[src/rtl/cmp_pkg.sv]
// Shared definitions for the sequential magnitude comparator: FSM state
// encoding, result-vector bit positions and the operand/digit legality rule.
package cmp_pkg;

    typedef enum logic [1:0] {
        ST_IDLE = 2'd0,
        ST_SCAN = 2'd1,
        ST_DONE = 2'd2
    } state_t;

    localparam int R_GT = 0;
    localparam int R_EQ = 1;
    localparam int R_LT = 2;

    // Digits must be non-empty and tile the operand exactly.
    function automatic bit dims_legal(input int width, input int digit);
        return (digit > 0) && (width >= digit) && ((width % digit) == 0);
    endfunction

endpackage

[src/rtl/cmp_digit.sv]
// Combinational DIGIT-bit magnitude comparator; msb_signed flips the top bit
// of both digits so a two's-complement sign digit orders correctly.
module cmp_digit
    import cmp_pkg::*;
#(
    parameter int DIGIT = 4
) (
    input  logic [DIGIT-1:0] x,
    input  logic [DIGIT-1:0] y,
    input  logic             msb_signed,
    output logic             dgt,
    output logic             deq,
    output logic             dlt
);

    logic [DIGIT-1:0] flip_s;
    logic [DIGIT-1:0] xs_s;
    logic [DIGIT-1:0] ys_s;

    // Offset-binary adjustment followed by a plain unsigned compare.
    always_comb begin
        flip_s             = '0;
        flip_s[DIGIT-1]    = msb_signed;
        xs_s               = x ^ flip_s;
        ys_s               = y ^ flip_s;
        dgt                = (xs_s > ys_s);
        deq                = (xs_s == ys_s);
        dlt                = (xs_s < ys_s);
    end

endmodule

[src/rtl/seq_mag_comparator.sv]
// Sequential MSB-first magnitude comparator: scans DIGIT bits per clock and
// stops at the first differing digit, reporting one-hot gt/eq/lt and depth.
module seq_mag_comparator
    import cmp_pkg::*;
#(
    parameter  int WIDTH = 16,
    parameter  int DIGIT = 4,
    localparam int NDIG  = WIDTH / DIGIT,
    localparam int CW    = $clog2(NDIG + 1)
) (
    input  logic             clk,
    input  logic             rst,
    input  logic             start,
    input  logic             signed_mode,
    input  logic [WIDTH-1:0] a,
    input  logic [WIDTH-1:0] b,
    output logic             ready,
    output logic             done,
    output logic             gt,
    output logic             eq,
    output logic             lt,
    output logic [CW-1:0]    digits
);

    localparam int PW = ($clog2(WIDTH) > 0) ? $clog2(WIDTH) : 1;

    generate
        if (!dims_legal(WIDTH, DIGIT)) begin : g_bad_dims
            $error("seq_mag_comparator: WIDTH must be a non-zero multiple of DIGIT");
        end
    endgenerate

    state_t           state_q, state_d;
    logic [WIDTH-1:0] a_q, a_d;
    logic [WIDTH-1:0] b_q, b_d;
    logic             sgn_q, sgn_d;
    logic [CW-1:0]    idx_q, idx_d;
    logic [2:0]       res_q, res_d;
    logic [CW-1:0]    digits_q, digits_d;
    logic             ready_q, ready_d;
    logic             done_q, done_d;

    logic [PW-1:0]    base_s;
    logic [DIGIT-1:0] da_s;
    logic [DIGIT-1:0] db_s;
    logic             msb_signed_s;
    logic             dgt_s, deq_s, dlt_s;

    // Digit index 0 is the most significant digit.
    always_comb begin
        base_s       = PW'((NDIG - 1 - int'(idx_q)) * DIGIT);
        da_s         = a_q[base_s +: DIGIT];
        db_s         = b_q[base_s +: DIGIT];
        msb_signed_s = sgn_q && (idx_q == CW'(0));
    end

    cmp_digit #(.DIGIT(DIGIT)) u_digit (
        .x          (da_s),
        .y          (db_s),
        .msb_signed (msb_signed_s),
        .dgt        (dgt_s),
        .deq        (deq_s),
        .dlt        (dlt_s)
    );

    // Next-state, operand capture and result update.
    always_comb begin
        state_d  = state_q;
        a_d      = a_q;
        b_d      = b_q;
        sgn_d    = sgn_q;
        idx_d    = idx_q;
        res_d    = res_q;
        digits_d = digits_q;
        case (state_q)
            ST_IDLE, ST_DONE: begin
                if (start) begin
                    a_d     = a;
                    b_d     = b;
                    sgn_d   = signed_mode;
                    idx_d   = CW'(0);
                    state_d = ST_SCAN;
                end else begin
                    state_d = ST_IDLE;
                end
            end
            ST_SCAN: begin
                if (!deq_s) begin
                    res_d       = 3'b000;
                    res_d[R_GT] = dgt_s;
                    res_d[R_LT] = dlt_s;
                    digits_d    = idx_q + CW'(1);
                    state_d     = ST_DONE;
                end else if (idx_q == CW'(NDIG - 1)) begin
                    res_d       = 3'b000;
                    res_d[R_EQ] = 1'b1;
                    digits_d    = CW'(NDIG);
                    state_d     = ST_DONE;
                end else begin
                    idx_d = idx_q + CW'(1);
                end
            end
            default: begin
                state_d = ST_IDLE;
            end
        endcase
        // Handshake flags follow the next state so they are plain flops.
        ready_d = (state_d != ST_SCAN);
        done_d  = (state_d == ST_DONE);
    end

    // State, operand and result registers with synchronous reset.
    always_ff @(posedge clk) begin
        if (rst) begin
            state_q  <= ST_IDLE;
            a_q      <= '0;
            b_q      <= '0;
            sgn_q    <= 1'b0;
            idx_q    <= '0;
            res_q    <= 3'b000;
            digits_q <= '0;
            ready_q  <= 1'b1;
            done_q   <= 1'b0;
        end else begin
            state_q  <= state_d;
            a_q      <= a_d;
            b_q      <= b_d;
            sgn_q    <= sgn_d;
            idx_q    <= idx_d;
            res_q    <= res_d;
            digits_q <= digits_d;
            ready_q  <= ready_d;
            done_q   <= done_d;
        end
    end

    assign ready  = ready_q;
    assign done   = done_q;
    assign gt     = res_q[R_GT];
    assign eq     = res_q[R_EQ];
    assign lt     = res_q[R_LT];
    assign digits = digits_q;

endmodule

[config.mk]
export PLATFORM = sky130hd
export DESIGN_NAME = seq_mag_comparator
export DESIGN_NICKNAME = d
export VERILOG_FILES = /design/src/rtl/cmp_pkg.sv /design/src/rtl/cmp_digit.sv /design/src/rtl/seq_mag_comparator.sv
export SDC_FILE = /design/constraint.sdc
export NUM_CORES = 1
export LEC_CHECK = 0
export CORE_ASPECT_RATIO = 0.8
export CORE_UTILIZATION = 55
export CTS_CLUSTER_SIZE = 10
export DETAILED_ROUTE_END_ITERATION = 16
export DONT_BUFFER_PORTS = 1
export PLACE_DENSITY = 0.81
export SLEW_MARGIN = 10
export SYNTH_ARGS = -nofsm -noshare
export SYNTH_HDL_FRONTEND = slang
export SYNTH_HIERARCHICAL = 1
export SYNTH_SLANG_ARGS = --single-unit
[constraint.sdc]
create_clock -name clk -period 5.75 [get_ports clk]
set_input_delay 0.575 -clock clk [delete_from_list [all_inputs] [get_ports clk]]
set_output_delay 0.575 -clock clk [all_outputs]
set_load 0.01 [all_outputs]
==> flow_summary.json, run 1 <==
{
  "run_status": "completed",
  "ys.flop_type": "dfxtp_1",
  "cts_hold_buf": 0,
  "hold_viol_final": 0,
  "hpwlAfterDp_mm": 2.48,
  "rsz0062_at_grt": "false",
  "cp_cell_sequence": "inv_1 > ha_1 > and3_1 > xor2_1 > ha_1 > nand2_1 > nor2_1 > nor2b_1 > o21ai_0 > a21oi_1",
  "ys_seq_area_share_pct": 46.2,
  "synth.distinct_cells": 28,
  "synth_largest_area_cell": "dfxtp_1",
  "firstDrtPassIters": 4,
  "grt_pass1_vias": 1369,
  "insertion_delay_ns": 0.30,
  "multiInputGateArea_um2": 972,
  "netlist_instances": 230,
  "post-place-ws_ns": 2.74,
  "leakagePower_nw": 0.764,
  "finalNetCount": 265,
  "vias": 1512,
  "gp_congestion": 0.861,
  "max_slew_margin_pct": 23.6,
  "setup_violations": 0,
  "cpPeakStageDelay_ns": 0.67,
  "first_iter_violations": 79,
  "yosysMostFrequentCell": "nand2_1",
  "cp_max_fo": 11,
  "tns_ns": 0,
  "die_x_um": 69.3,
  "cts_tree": "yes",
  "hold_path.class": "in -> reg",
  "cp-start-kind": "flip-flop",
  "fin_crit_ns": 3.07,
  "fillers": 294,
  "cts_buffer_depth": 2,
  "skew_ns": 0.00294,
  "clk_pin_slew_ns": 0.08,
  "ys.warnings.count": 6,
  "synth.area.top_cells": "dfxtp_1 46%, nand2_1 13%, a21oi_1 11%, mux4_2 9.0%, ha_1 4.4%",
  "drv_slew": 0,
  "startpoint": "idx_q[0]$_SDFFE_PP0P_",
  "grt_pass1_wl_mm": 6.14,
  "antenna_found_initial": 0,
  "core_um2": 3450,
  "tightest_slew_ns": 1.14,
  "worst-r2r-setup-slack_ns": 2.68,
  "grt_max_degree": 46,
  "regArea_um2": 921,
  "clock-sinks": 46,
  "fmax_ghz": 0.326,
  "synth_common_cells": "71 x nand2_1, 46 x dfxtp_1, 44 x a21oi_1",
  "holdWs_ns": 0.333,
  "port_buffers": 0,
  "synth_nets": 273,
  "synthesis.area_um2": 1990,
  "remaining_drc_errors": 0,
  "powerDensity_nw_per_um2": 316,
  "drv_cap": 0,
  "h-tree-depth": 2,
  "timing.final.crit_share_pct": 53.3,
  "crit_top_cell": "ha_1",
  "drtAntennaViolNets": 0,
  "post_cts_buffers": 0,
  "antennaDiodeCount": 0,
  "cts-resized-gates": 0,
  "synth-edff-count": 0,
  "area_growth_pct": 3.83,
  "end_kind": "flip-flop",
  "setup_slack_ns": 2.68,
  "r2r-end": "digits[1]$_SDFFE_PP0P_",
  "path_class": "reg -> reg",
  "die-area_um2": 3870,
  "grt-ovfl-total": 0,
  "std_cell_rows": 19,
  "critPathSlowestCell": "dfxtp_1",
  "vdd_drop_max_mv": 0.164,
  "die_h_um": 55.9,
  "wire_per_inst_um": 13.8,
  "synthArstFlopShare_pct": 0,
  "crit_end": "digits[1]$_SDFFE_PP0P_",
  "ys_ff_latch": 46,
  "worstHoldStart": "rst",
  "cts_buffers": 5,
  "r2r_cells": 10,
  "r2r-start": "idx_q[0]$_SDFFE_PP0P_",
  "required_ns": 5.98,
  "synth.avg_cell_area_um2": 8.67,
  "grt_use_total_pct": 20.5,
  "root_buffer": "clkbuf_8",
  "drive_above_1_share_pct": 9.42,
  "routed_via_density": 5.71,
  "initial_core_util_pct": 57.9,
  "synth_top_cell_area_share_pct": 46.2,
  "routed_wl_mm": 3.66,
  "ioPinCount": 44,
  "arrival_ns": 3.30
}
per-layer routing:
metal,global-route usage [%],part of all wire [%],vias to the layer above
met1,28.2,51,709
met3,8.70,6.3,7
met2,28.8,42,42
met5,0,0,-
li1,-,-,754
met4,7.00,1.3,0
report_power, final:
part	total, W	internal, W	switching (W)
clock	0.000202	0.0000970	0.000105
sequential	0.000356	0.000340	0.0000164
combinational	0.0000967	0.0000428	0.0000539
cells by family (layout without fill, tap and decap cells):
kind of cell,after synthesis,after routing,share of synthesized area [%]
adders and majority gates,7,7,4.39
muxes,8,8,9.03
AOI/OAI and AO/OA,51,51,13.8
DFF,46,46,46.2
xor gates and xnor gates,2,2,0.878
and+or+nand+nor,93,93,20.5
buffers and inverters,23,16,5.21
registers in the layout, summed over array words and instances (netlist names):
register,cells
idx_q,3
b_q,16
a_q,16
res_q,3
digits,3
ready,1
done,1
state_q,2
sgn_q,1
cells in the final DEF, fill, tap and decap left out, drive strengths merged:
master | synthesis | routed
nand2 | 71 | 71
dfxtp | 46 | 46
a21oi | 45 | 45
mux4 | 8 | 8
inv | 7 | 7
ha | 7 | 7
clkbuf | 5 | 7
nand3 | 5 | 5
o21ai | 4 | 4
nor2b | 4 | 4
nor3 | 3 | 3
nand2b | 2 | 2
nor2 | 2 | 2
and3 | 1 | 1
nand3b | 1 | 1
nor3b | 1 | 1
nand4bb | 1 | 1
or3 | 1 | 1
o21a | 1 | 1
clkinv | 0 | 1
buf | 11 | 1
xor2 | 1 | 1
o21bai | 1 | 1
and2 | 1 | 1
xnor2 | 1 | 1
critical path, delay by kind of cell (launching register included):
kind	cells	cell delay (ns)
xor+xnor	1	0.17
compound gates	2	0.31
buf+inv	1	0.16
flops	1	0.67
fa+ha+maj	2	0.53
simple gates	4	1.16
worst min path at each step:
stage               cells after the start                    end
floorplan                               2     sgn_q$_SDFFE_PP0N_
global placement                        2    a_q[9]$_SDFFE_PP0N_
detailed placement                      2    b_q[6]$_SDFFE_PP0N_
CTS                                     1  idx_q[0]$_SDFFE_PP0P_
global route                            1    a_q[8]$_SDFFE_PP0N_
finish                                  1  idx_q[2]$_SDFFE_PP0P_
stage by stage:
step	power [W]	instances	cell area, um2	util [%]
finish	0.000655	265	2070	60.1
global route	0.000687	265	2070	60.1
CTS	0.000659	265	2070	60.1
detailed placement	0.000460	257	1980	57.4
global placement	0.000456	257	1980	57.4
floorplan	0.000449	230	1990	-
cell type report:
| class | instances | area share (%) |
|---|---|---|
| clock buffer | 7 | 4.17 |
| clock inverter | 1 | 0.242 |
| inverter | 7 | 1.27 |
| multi-input combinational | 161 | 46.9 |
| sequential | 46 | 44.5 |
| tap | 42 | 2.54 |
| timing repair buffer | 1 | 0.363 |
(Power assumes the default switching activity.)
==> run 2: changes to the inputs <==
--- a/config.mk
+++ b/config.mk
@@ -5,6 +5,7 @@
 export SDC_FILE = /design/constraint.sdc
 export NUM_CORES = 1
 export LEC_CHECK = 0
+export ABC_AREA = 1
 export CORE_ASPECT_RATIO = 0.8
 export CORE_UTILIZATION = 55
 export CTS_CLUSTER_SIZE = 10
==> constraint.sdc (replaced) <==
create_clock -name clk -period 2.9 [get_ports clk]
set_input_delay 0.29 -clock clk [delete_from_list [all_inputs] [get_ports clk]]
set_output_delay 0.29 -clock clk [all_outputs]
set_load 0.01 [all_outputs]
==> run 2 against run 1 <==
Maximum frequency grew 25%. Non-clock buffer count grew 1. Synthesized area grew 4.6%. Final area grew 2.2%. Core utilization grew 0.098 points. Highest routed layer unchanged.
==> flow_summary.json, run 2 <==
{
  "run_status": "completed",
  "arrival_ns": 2.68,
  "h-tree-depth": 2,
  "vias": 1709,
  "tns_ns": 0,
  "std_cell_rows": 19,
  "p_clk_share_pct": 27.2,
  "ys_seq_area_share_pct": 44.2,
  "final_cell_mix": "96 x nor2_1, 46 x dfxtp_1, 36 x o21ai_0",
  "die_x_um": 70.9,
  "skew_ns": 0.00637,
  "drtAntennaViolNets": 0,
  "clk_pin_slew_ns": 0.08,
  "clock-sinks": 46,
  "grt_pass1_wl_mm": 6.95,
  "die-area_um2": 4040,
  "grt_use_total_pct": 22.6,
  "required_ns": 3.13,
  "ioPinCount": 44,
  "cp_cell_sequence": "inv_1 > ha_1 > nand2_1 > nor2_1 > xor2_1 > ha_1 > nand2_1 > nor2_1 > inv_2 > nor2_4 > nor2_2 > inv_2 > nand2_1 > a21oi_1",
  "drv_cap": 0,
  "design_area_um2": 2120,
  "worst-r2r-setup-slack_ns": 0.44,
  "cpPeakStageDelay_ns": 0.49,
  "drive_above_1_share_pct": 9.42,
  "tightest_slew_ns": 0.563,
  "setup_slack_ns": 0.442,
  "synth.avg_cell_area_um2": 7.40,
  "post-place-ws_ns": 0.494,
  "ys.warnings.count": 6,
  "routed_wl_mm": 4.21,
  "hold_path.class": "in -> reg",
  "firstDrtPassIters": 6,
  "final_common_cell": "nor2_1",
  "dpl-instance-area_um2": 2030,
  "synth_common_cells": "96 x nor2_1, 46 x dfxtp_1, 36 x o21ai_0",
  "root_buffer": "clkbuf_8",
  "synth_nets": 325,
  "finalNetCount": 318,
  "drv_slew": 0,
  "synth-edff-count": 0,
  "remaining_drc_errors": 0,
  "hpwlAfterDp_mm": 3.00,
  "cts_tree": "yes",
  "vdd_drop_max_mv": 0.378,
  "routed_via_density": 5.37,
  "cts_buffers": 5,
  "yosysMostFrequentCell": "nor2_1",
  "port_buffers": 0,
  "netlist_instances": 282,
  "synth-simple-area-share_pct": 24.2,
  "multiInputGateArea_um2": 977,
  "fin_crit_ns": 2.46,
  "grt-ovfl-total": 0,
  "synth_top_family_by_area": "simple AND/OR/NAND/NOR gates",
  "grt_max_degree": 39,
  "power_w": 0.00146,
  "end_kind": "flip-flop",
  "critical_path_buf_inv_count": 3,
  "leakagePower_nw": 0.910,
  "rsz0062_at_grt": "false",
  "path_class": "reg -> reg",
  "cts-resized-gates": 0,
  "cp-start-kind": "flip-flop",
  "critPathSlowestCell": "dfxtp_1",
  "p_sw_w": 0.000453,
  "cts_buffer_depth": 2,
  "insertion_delay_ns": 0.30,
  "antennaDiodeCount": 0,
  "die_h_um": 57.1,
  "synth.distinct_cells": 24,
  "path_delay_family": "simple AND/OR/NAND/NOR gates",
  "synth_xor_area_share_pct": 0.840,
  "ys.flop_type": "dfxtp_1",
  "crit_top_cell": "nand2_1",
  "fmax_ghz": 0.407,
  "antenna_found_initial": 0,
  "comb_power_share_pct": 22.2,
  "post_cts_buffers": 0,
  "timing.final.crit_share_pct": 84.8,
  "p_seq_share_pct": 50.6,
  "synth_fa_ha_area_share_pct": 4.20,
  "finish.utilization_pct": 60.2,
  "powerDensity_nw_per_um2": 689,
  "area_growth_pct": 1.50,
  "ys_ff_latch": 46,
  "initial_core_util_pct": 59.3,
  "cts_hold_buf": 0,
  "synthesis.area_um2": 2090,
  "internal-power_w": 0.00101,
  "max_slew_margin_pct": 62.4,
  "swShare_pct": 31.1,
  "grt_pass1_vias": 1542,
  "core_um2": 3520,
  "hold_viol_final": 0,
  "regArea_um2": 921,
  "cp_max_fo": 11,
  "synth-compound-area-share_pct": 17.6,
  "synth_top_cell_area_share_pct": 44.2,
  "synth.area.top_cells": "dfxtp_1 44%, nor2_1 17%, o21ai_0 8.6%, ha_1 4.2%, nand2_1 4.1%",
  "fillers": 344,
  "muxShareOfSynthArea_pct": 0,
  "setup_violations": 0,
  "wire_per_inst_um": 13.2,
  "synthArstFlopShare_pct": 0,
  "gp_congestion": 0.899,
  "top_regs": "a_q: 16 flops, b_q: 16 flops",
  "first_iter_violations": 89,
  "synth_largest_area_cell": "dfxtp_1"
}
==> run 2: worst paths after layout <==
| path | cells after the start | start | end |
|---|---|---|---|
| max | 14 | idx_q[1]$_SDFFE_PP0P_ | res_q[1]$_SDFFE_PP0P_ |
| min | 1 | rst | digits[1]$_SDFFE_PP0P_ |
| max reg2reg | 14 | idx_q[1]$_SDFFE_PP0P_ | res_q[1]$_SDFFE_PP0P_ |
| min reg2reg | 2 | b_q[6]$_SDFFE_PP0N_ | b_q[6]$_SDFFE_PP0N_ |
==> run 2: kinds of logic after synthesis <==
kind of cell             Yosys count
AND/OR/NAND/NOR                  128
buffers and inverters             32
flip-flops                        46
XOR/XNOR                           2
adder cells (fa/ha/maj)            7
AO/OA/AOI/OAI                     67
==> run 2: worst reg2reg max path, stage by stage, from the launching register on <==
cell     delay (ns)
dfxtp_1        0.49
inv_1          0.20
ha_1           0.22
nand2_1        0.06
nor2_1         0.06
xor2_1         0.16
ha_1           0.31
nand2_1        0.07
nor2_1         0.24
inv_2          0.10
nor2_4         0.11
nor2_2         0.06
inv_2          0.11
nand2_1        0.06
a21oi_1        0.13
==> run 2: routing by layer <==
metal	global-route usage (%)	vias up	routed length, um
li1	-	895	-
met1	32.7	758	2200
met2	32.1	52	1740
met3	7.42	4	221
met4	6.86	0	44
met5	0	-	0
==> run 2: stage by stage <==
step | hold slack, ns | std cells
6_report | 0.0506 | 318
5_1_grt | 0.0355 | 318
3_5_place_dp | 0.362 | 310
4_1_cts | 0.0466 | 318
3_3_place_gp | 0.361 | 310
2_1_floorplan | 0.424 | 282
==> run 2: area by class of cell <==
type / count / share of cell area [%]
clock buffer: 7 / 4.08
sequential: 46 / 43.5
timing repair buffer: 2 / 0.709
inverter: 16 / 2.84
clock inverter: 1 / 0.236
multi-input combinational: 204 / 46.2
tap: 42 / 2.48
==> run 2: power by group through the flow <==
stage               clock [W]  sequential, W  combinational (W)
floorplan                   0       0.000736           0.000289
global placement            0       0.000750           0.000309
detailed placement          0       0.000752           0.000319
CTS                  0.000401       0.000738           0.000321
global route         0.000438       0.000746           0.000375
finish               0.000397       0.000738           0.000324
==> run 3: changes to the inputs <==
--- a/config.mk
+++ b/config.mk
@@ -5,7 +5,7 @@
 export SDC_FILE = /design/constraint.sdc
 export NUM_CORES = 1
 export LEC_CHECK = 0
-export ABC_AREA = 1
+export ABC_AREA = 0
 export CORE_ASPECT_RATIO = 0.8
 export CORE_UTILIZATION = 55
 export CTS_CLUSTER_SIZE = 10
==> constraint.sdc (replaced) <==
create_clock -name clk -period 2.55 [get_ports clk]
set_input_delay 0.255 -clock clk [delete_from_list [all_inputs] [get_ports clk]]
set_output_delay 0.255 -clock clk [all_outputs]
set_load 0.01 [all_outputs]
==> run 3 against run 2 <==
Critical path depth decreased by 5. Sequential share of layout area is 1.5 points lower. Sequential power up 8.8%. Critical path type unchanged. Global-route usage shrank 1.1 points. Critical endpoint is now digits[2]$_SDFFE_PP0P_.
==> flow_summary.json, run 3 (synthesis results as in run 1) <==
{
  "skew_ns": 0.00677,
  "required_ns": 2.76,
  "h-tree-depth": 2,
  "cts_buffer_depth": 2,
  "r2r_cells": 9,
  "arrival_ns": 2.52,
  "firstDrtPassIters": 4,
  "design_area_um2": 2200,
  "top_regs": "a_q: 16 flops, b_q: 16 flops",
  "post_cts_buffers": 0,
  "insertion_delay_ns": 0.31,
  "clk_pin_slew_ns": 0.09,
  "hold_viol_final": 0,
  "r2r-end": "digits[2]$_SDFFE_PP0P_",
  "finalNetCount": 277,
  "clock-sinks": 46,
  "final_cell_mix": "71 x nand2_1, 44 x a21oi_1, 44 x dfxtp_1",
  "root_buffer": "clkbuf_8",
  "std_cell_rows": 19,
  "timing.final.crit_share_pct": 90.8,
  "die_h_um": 55.9,
  "remaining_drc_errors": 0,
  "antennaDiodeCount": 0,
  "die_x_um": 69.3,
  "gp_congestion": 0.894,
  "tns_ns": 0,
  "drive_above_1_share_pct": 14.5,
  "die-area_um2": 3870,
  "end_kind": "flip-flop",
  "final_common_cell": "nand2_1",
  "core_um2": 3450,
  "cts_buffers": 5,
  "grt_use_total_pct": 21.5,
  "startpoint": "idx_q[0]$_SDFFE_PP0P_",
  "worst-r2r-setup-slack_ns": 0.23,
  "hpwlAfterDp_mm": 2.80,
  "dpl-instance-area_um2": 2050,
  "grt_max_degree": 45,
  "rsz0062_at_grt": "false",
  "routed_via_density": 5.58,
  "grt_pass1_vias": 1356,
  "area_growth_pct": 10.4,
  "cp_max_fo": 7,
  "grt_pass1_wl_mm": 6.38,
  "run_status": "completed",
  "vias": 1545,
  "first_iter_violations": 76,
  "drv_slew": 0,
  "tightest_slew_ns": 0.613,
  "cp-start-kind": "flip-flop",
  "vdd_drop_max_mv": 0.466,
  "path_class": "reg -> reg",
  "r2r-start": "idx_q[0]$_SDFFE_PP0P_",
  "leakagePower_nw": 0.828,
  "drtAntennaViolNets": 0,
  "drv_cap": 0,
  "max_slew_margin_pct": 59.0,
  "powerDensity_nw_per_um2": 729,
  "fmax_ghz": 0.432,
  "cts_tree": "yes",
  "wire_per_inst_um": 14.8,
  "initial_core_util_pct": 57.9,
  "grt-ovfl-total": 0,
  "crit_end": "digits[2]$_SDFFE_PP0P_",
  "antenna_found_initial": 0,
  "routed_wl_mm": 4.10,
  "ioPinCount": 44,
  "setup_violations": 0,
  "hold_path.class": "in -> reg",
  "port_buffers": 0,
  "fin_crit_ns": 2.32
}
-- run 3: cell types whose count changed in the layout (fill, tap and decap cells not counted), sizes merged, moves of 9 or more --
cell   delta
nor2     -96
o21ai    -46
nand2    +45
a21oi    +36
inv       -9
-- run 3: power by group --
group	leakage (nW)	switching (W)	total, W	internal, W
Sequential	0.378	0.0000361	0.000803	0.000767
Clock	0.0514	0.000247	0.000539	0.000292
Combinational	0.398	0.000138	0.000261	0.000124
-- run 3: through the flow --
stage | utilization [%] | worst slack [ns] | power [W] | hold WS (ns) | instances
6_report | 63.8 | 0.234 | 0.00160 | 0.0120 | 277
3_5_place_dp | 59.4 | 0.120 | 0.00106 | 0.330 | 266
5_1_grt | 63.8 | 0.0672 | 0.00169 | -0.00315 | 277
3_3_place_gp | 59.4 | 0.211 | 0.00105 | 0.328 | 266
2_1_floorplan | - | 0.0238 | 0.00101 | 0.391 | 230
4_1_cts | 62.9 | 0.0868 | 0.00159 | 0.000440 | 275
-- run 3: final cells by class --
type                            instances  area [um2]
Clock buffer                            6        72.6
Clock inverter                          2        37.5
Fill cell                             300        1250
Inverter                                7        26.3
Multi-Input combinational cell        161         983
Sequential cell                        46         923
Tap cell                               42        52.6
Timing Repair Buffer                   13         105
-- run 3: how the worst min path moves through the flow --
stage / from / to / slack, ns / cells past startpoint
floorplan: a[0] / a_q[0]$_SDFFE_PP0N_ / 0.39 / 2
global placement: rst / b_q[7]$_SDFFE_PP0N_ / 0.33 / 1
detailed placement: rst / a_q[11]$_SDFFE_PP0N_ / 0.33 / 1
CTS: rst / a_q[11]$_SDFFE_PP0N_ / 0.0004 / 1
global route: rst / a_q[7]$_SDFFE_PP0N_ / -0.003 / 1
finish: rst / a_q[7]$_SDFFE_PP0N_ / 0.01 / 1
-- run 3: worst max-delay path, stage by stage, from the launching register on --
cell and delay (ns):
dfxtp_2 0.39, mux4_2 0.52, xor2_1 0.16, ha_1 0.32, nand2_1 0.09, nor2_2 0.17
nor2b_2 0.21, buf_4 0.16, nor2_1 0.04, o21a_1 0.16
-- run 3: per-layer routing --
layer / GRT usage, % / part of all wire [%] / up-vias
li1: - / - / 780
met1: 30.6 / 49 / 708
met2: 30.1 / 44 / 47
met3: 6.34 / 5.3 / 10
met4: 9.62 / 2.1 / 0
met5: 0 / 0 / -
-- run 3: what timing repair did --
item | in CTS | in global routing
hold endpoints to repair | 2 | 11
resized for setup | 0 | 5
hold buffers | 1 | 2
endpoints found under the setup margin | 0 | 8
